## config.mk

```make
export PLATFORM = sky130hd
export DESIGN_NAME = sd_sector_buffer
export DESIGN_NICKNAME = d
export VERILOG_FILES = /design/src/rtl/sd_sector_buffer.sv
export SDC_FILE = /design/constraint.sdc
export NUM_CORES = 2
export LEC_CHECK = 0
export ABC_AREA = 1
export ABC_CLOCK_PERIOD_IN_PS = 5400
export CAP_MARGIN = 10
export CORE_UTILIZATION = 50
export DETAILED_ROUTE_END_ITERATION = 16
export DONT_BUFFER_PORTS = 1
export PLACE_DENSITY_LB_ADDON = 0.15
export REMOVE_ABC_BUFFERS = 1
export SYNTH_ARGS = -nofsm -noshare
export SYNTH_HDL_FRONTEND = slang
export SYNTH_SLANG_ARGS = --single-unit
```

## constraint.sdc

```tcl
create_clock -name clock -period 5.4 [get_ports clock]
set_input_delay 0.54 -clock clock [delete_from_list [all_inputs] [get_ports clock]]
set_output_delay 0.54 -clock clock [all_outputs]
set_load 0.02 [all_outputs]
```

## src/rtl/sd_sector_buffer.sv

```systemverilog
// Single-sector read cache in front of an SD block interface: a hit answers from
// the 512-byte sector RAM, a miss refills the whole sector from the SD byte stream.
module sd_sector_buffer #(
  parameter int unsigned ADDR_MODE = 0,
  parameter logic [23:0] TIMEOUT   = 24'd2000000
) (
  input  logic        clock,
  input  logic        reset,
  input  logic        req,
  input  logic [31:0] req_addr,
  input  logic        invalidate,
  output logic        ready,
  output logic        ack,
  output logic [7:0]  rdata,
  output logic        err,
  input  logic        sd_idle,
  input  logic        sd_valid_read,
  input  logic        sd_byte_stb,
  input  logic [7:0]  sd_byte,
  output logic        sd_begin_read,
  output logic [31:0] sd_addr
);

  typedef enum logic [2:0] {IDLE, LOOKUP, ISSUE, FILL, RESP, ERR} state_t;

  state_t      state;
  logic [7:0]  ram [0:511];
  logic [22:0] tag;
  logic        valid;
  logic        pend_inv;
  logic        force_hit;
  logic [9:0]  count;
  logic [23:0] timer;
  logic [22:0] lat_sector;
  logic [8:0]  lat_offset;
  logic        wr_en;
  logic        last_byte;
  logic        hit;

  function automatic logic [31:0] block_addr(input logic [22:0] sector);
    if (ADDR_MODE == 1) return {9'd0, sector};
    else                return {sector, 9'd0};
  endfunction

  // count[9] set means the sector is already full: further strobes are dropped
  assign wr_en     = (state == FILL) && sd_byte_stb && sd_valid_read && !count[9];
  assign last_byte = wr_en && (count == 10'd511);
  // A just-completed fill answers its own request even if invalidated meanwhile
  assign hit       = force_hit || (valid && (tag == lat_sector));

  always_ff @(posedge clock) begin
    if (wr_en) ram[count[8:0]] <= sd_byte;
  end

  always_ff @(posedge clock) begin
    if (state == IDLE && req) begin
      lat_sector <= req_addr[31:9];
      lat_offset <= req_addr[8:0];
    end
  end

  always_ff @(posedge clock or posedge reset) begin
    if (reset) begin
      state         <= IDLE;
      valid         <= 1'b0;
      tag           <= '0;
      count         <= '0;
      timer         <= '0;
      pend_inv      <= 1'b0;
      force_hit     <= 1'b0;
      ready         <= 1'b1;
      ack           <= 1'b0;
      err           <= 1'b0;
      rdata         <= '0;
      sd_begin_read <= 1'b0;
      sd_addr       <= '0;
    end else begin
      ack           <= 1'b0;
      err           <= 1'b0;
      rdata         <= '0;
      sd_begin_read <= 1'b0;
      case (state)
        IDLE: begin
          if (invalidate) valid <= 1'b0;
          if (req) begin
            ready <= 1'b0;
            state <= LOOKUP;
          end
        end
        LOOKUP: begin
          force_hit <= 1'b0;
          if (invalidate) valid <= 1'b0;
          if (hit) begin
            ack   <= 1'b1;
            rdata <= ram[lat_offset];
            state <= RESP;
          end else begin
            sd_addr  <= block_addr(lat_sector);
            pend_inv <= 1'b0;
            state    <= ISSUE;
          end
        end
        ISSUE: begin
          valid <= 1'b0;
          if (invalidate) pend_inv <= 1'b1;
          if (sd_idle) begin
            sd_begin_read <= 1'b1;
            count         <= '0;
            timer         <= '0;
            state         <= FILL;
          end
        end
        FILL: begin
          if (invalidate) pend_inv <= 1'b1;
          timer <= timer + 24'd1;
          if (wr_en) count <= count + 10'd1;
          if (last_byte) begin
            tag       <= lat_sector;
            valid     <= !(pend_inv || invalidate);
            pend_inv  <= 1'b0;
            force_hit <= 1'b1;
            state     <= LOOKUP;
          // the error ack is registered, so it becomes visible in FILL cycle TIMEOUT
          end else if (timer == TIMEOUT - 24'd1) begin
            ack   <= 1'b1;
            err   <= 1'b1;
            state <= ERR;
          end
        end
        RESP: begin
          if (invalidate) valid <= 1'b0;
          ready <= 1'b1;
          state <= IDLE;
        end
        ERR: begin
          ready <= 1'b1;
          state <= IDLE;
        end
        default: begin
          ready <= 1'b1;
          state <= IDLE;
        end
      endcase
    end
  end

endmodule

```

==> qor.tcl <==
set qor(outcome) {finished, violations left}
set qor(violations) {max-slew violations}
set qor(grt_pass1_vias) 107715
set qor(max_stage_delay_ps) 780
set qor(hold_viol) 0
set qor(finish.net_count) 14214
set qor(max_clock_freq_mhz) 244
set qor(reg_to_reg_critical_path_endpoint) {ram[45][1]$_DFFE_PP_}
set qor(cp_capture_point) {ram[45][1]$_DFFE_PP_}
set qor(final_design_area_no_fill_um2) 190000
set qor(design.die.area_um2) 347000
set qor(clock_sink_count) 4235
set qor(yosysWarnings) 0
set qor(postSynthAreaPerCell_um2) 11.9
set qor(die_width_um) 589
set qor(floorplan.rows) 215
set qor(worst_case_headroom_to_the_max_slew_limit_pct) -27.0
set qor(ctsLongestPathBuffers) 4
set qor(global_route.overflow_total) 0
set qor(io_buffers) 0
set qor(netlist-cell-type-count) 42
set qor(critPathTopFamily) {simple AND/OR/NAND/NOR gates}
set qor(worst_setup_path_start_kind) {flip-flop}
set qor(endpoint_arrival_time_on_the_critical_path_ps) 4690
set qor(power.density_cell_area_nw_per_um2) 446
set qor(hp-class) {in -> reg}
set qor(critical_path.slowest_cell) {nand2_4}
set qor(post_synthesis_instance_total) 14497
set qor(netSwitchingPower_mw) 26.0
set qor(worstPathMaxFanout) 24
set qor(critical_path_required_ps) 5990
set qor(slew_viol_final) 1235
set qor(fin_crit_sh_pct) 75.9
set qor(drc) 0
set qor(p_int_mw) 58.6
set qor(grt_pass1_wl_mm) 701
set qor(vertical_extent_of_the_die_um) 589
set qor(static_leakage_nw) 65.9
set qor(drtIter0Drc) 14283
set qor(cts_htree_levels) 5
set qor(dr_total_vias) 112416
set qor(globalRouteTotalUtil_pct) 27.0
set qor(grt_max_degree) 493
set qor(antenna_violations_before_repair) 27
set qor(worstPathBufferInverterCount) 2
set qor(critical_path_depth) 8
set qor(syn_area_um2) 172000
set qor(number_of_filler_instances_in_the_final_layout) 28176
set qor(synth-main-ff-cell) {edfxtp_1}
set qor(p_clk_share_pct) 35.6
set qor(worstSetupPathType) {reg -> reg}
set qor(path_common_cell) {nand2_4}
set qor(total_of_cells_resized_after_clock_tree_synthesis) 0
set qor(clk-insertion-delay-late_ps) 990
set qor(clk_root_buffer_cell) {clkbuf_16}
set qor(wl_per_cell_um) 24.9
set qor(io-pin-count) 91
set qor(initial_core_util_pct) 50.2
set qor(vdd.ir_drop.worst_uv) 382
set qor(drt-vias-per-instance) 5.89
set qor(grt_setup_unrepaired) {false}
set qor(finalCoreUtilization_pct) 55.4
set qor(tritoncts) {built}
set qor(tritoncts.num_buffers) 435
set qor(route.final.wire_length_mm) 476
set qor(post-route-min-period_ps) 4100
set qor(synth_seq_area_share_pct) 73.6
set qor(hold-worst-slack_ps) 132
set qor(worstPathCellList) {nor2_2, nand2_4, inv_4, nand2_4, nor2_1, nand2_4, buf_4, nor2_1}
set qor(flow.area_growth_from_synthesis_pct) 10.2
set qor(finalClockSkew_ps) 48.6
set qor(final-setup-viol-count) 0
set qor(drive_gt1_share_pct) 5.92
set qor(critical_path.startpoint) {state[2]$_DFFE_PP0P_}
set qor(placedInstanceArea_um2) 175000
set qor(comb_power_share_pct) 21.0
set qor(drtAntennaViolNets) 0
set qor(worst-r2r-cell-count) 8
set qor(timing.reg2reg.setup_slack_ps) 1300
set qor(seq_power_share_pct) 43.4
set qor(max_slew.worst_pin.slew_ps) 1910
set qor(maxCapViolCount) 0
set qor(drt_pre_antenna_iters) 8
set qor(regToRegStartpoint) {state[2]$_DFFE_PP0P_}
set qor(synthArstFlopShare_pct) 2.31
set qor(total_neg_setup_slack_ps) 0
set qor(swShare_pct) 30.8
set qor(path_clk_slew_ps) 60
set qor(post-dp-hpwl_mm) 245
set qor(yosys_register_bits) 4235
set qor(place.gp.congestion) 0.841
set qor(core_area_um2) 343000
set qor(endpoint_kind) {flip-flop}
set qor(synth-edff-count) 4128
## state kept, by name, indices dropped and copies added, names as in the netlist, named ones only
| name | count |
|---|---|
| ram | 4096 |
| timer | 24 |
| lat_sector | 23 |
| sd_addr | 23 |
| tag | 23 |
| count | 10 |
| lat_offset | 9 |
| rdata | 8 |
| state | 3 |
| ack | 1 |
| err | 1 |
| force_hit | 1 |
| pend_inv | 1 |
| ready | 1 |
| sd_begin_read | 1 |
| valid | 1 |
## worst register-to-register path, cell delays in order (launching register included)
cell	delay (ps)
dfrtp_1	460
nor2_2	220
nand2_4	130
inv_4	180
nand2_4	120
nor2_1	580
nand2_4	790
buf_4	560
nor2_1	680
## repair_timing
action	in CTS	in global routing
setup buffers	0	0
hold buffers	56	0
endpoints found under the hold margin	535	0
## stage by stage
| stage | setup WS [ps] | cells | power [mW] |
|---|---|---|---|
| 2_1_floorplan | -132850 | 13499 | 46.9 |
| 3_3_place_gp | 1440 | 18226 | 54.7 |
| 3_5_place_dp | 1320 | 18226 | 54.9 |
| 4_1_cts | 1280 | 19089 | 84.9 |
| 5_1_grt | 1160 | 19091 | 87.8 |
| 6_report | 1300 | 19095 | 84.7 |
## cell usage after synthesis, types with 4 or more instances
master       n  share of area (%)
o21ai_0     70               0.20
xnor2_1      8              0.041
nor2_1     576                1.3
edfxtp_1  4128                 72
buf_4      140               0.61
nor3_1      19              0.055
buf_6       44               0.29
inv_2        5              0.011
inv_1       90               0.20
buf_2      485                1.4
ha_1         5              0.036
o21ai_1      4              0.012
dfxtp_1      9               0.10
nand4_1     11              0.040
buf_1      125               0.27
dfrtp_1     97                1.4
a21oi_1     18              0.052
nand3_1   4056                 12
nand2_1   4357                9.5
clkbuf_1   211               0.46
o22ai_1      7              0.025
## layer usage
metal | GRT usage [%] | part of all wire (%)
met3 | 4.06 | 8.8
met4 | 9.48 | 3.6
met5 | 0 | 0.012
met1 | 38.2 | 41
met2 | 42.7 | 46
## cell families after synthesis
| group | after synthesis | share of synthesized area [%] |
|---|---|---|
| AOI/OAI and AO/OA | 108 | 0.342 |
| xor gates and xnor gates | 10 | 0.0509 |
| adders and majority gates | 5 | 0.0364 |
| buffers and inverters | 1105 | 3.27 |
| DFF | 4235 | 73.6 |
| muxes | 1 | 0.00582 |
| other | 1 | 0.00218 |
| and+or+nand+nor | 9032 | 22.7 |
## layout make-up
cell class | instances | area, µm² | share of cell area (%)
Clock buffer | 541 | 11600 | 6.09
Inverter | 99 | 422 | 0.222
Multi-Input combinational cell | 9165 | 40000 | 21.1
Sequential cell | 4235 | 127000 | 66.7
Clock inverter | 266 | 2730 | 1.44
Antenna cell | 6 | 15.0 | 0.00791
Timing Repair Buffer | 226 | 2630 | 1.38
Tap cell | 4557 | 5700 | 3.01
## worst min path at each step
| stage | startpoint | end | slack (ps) | cells after the start |
|---|---|---|---|---|
| 4_1_cts | sd_byte[0] | ram[324][0]$_DFFE_PP_ | 0.5 | 0 |
| 3_5_place_dp | lat_offset[3]$_DFFE_PP_ | flip-flop | 450 | 2 |
| 3_3_place_gp | lat_offset[3]$_DFFE_PP_ | flip-flop | 440 | 2 |
| 2_1_floorplan | lat_offset[0]$_DFFE_PP_ | flip-flop | 420 | 2 |
| 5_1_grt | sd_byte[1] | ram[67][1]$_DFFE_PP_ | 5 | 0 |
| 6_report | sd_byte[1] | ram[67][1]$_DFFE_PP_ | 130 | 0 |
## power by group through the flow
stage	clock network (mW)	logic [mW]	registers (mW)
5_1_grt	31.7	19.3	36.8
3_3_place_gp	0	17.3	37.4
4_1_cts	30.5	17.6	36.8
2_1_floorplan	0	8.83	38.1
3_5_place_dp	0	17.4	37.5
6_report	30.1	17.8	36.8
## placed cells by master, fill, tap and decap left out, types with 7 or more instances in the layout
cell type,n
conb_1,9
clkinvlp_4,16
clkbuf_16,443
bufinv_16,49
nand2_1,4342
xnor2_1,8
nand4_1,11
clkbuf_1,88
nand3_1,4056
clkinv_1,87
inv_6,12
nor3_1,15
buf_12,55
buf_4,117
o21ai_0,70
inv_1,87
nand2_4,18
dfrtp_1,97
clkinv_2,88
clkbuf_8,10
dlygate4sd3_1,48
nor2_1,573
edfxtp_1,4128
o22ai_1,7
a21oi_1,18
(Power assumes the default switching activity.)
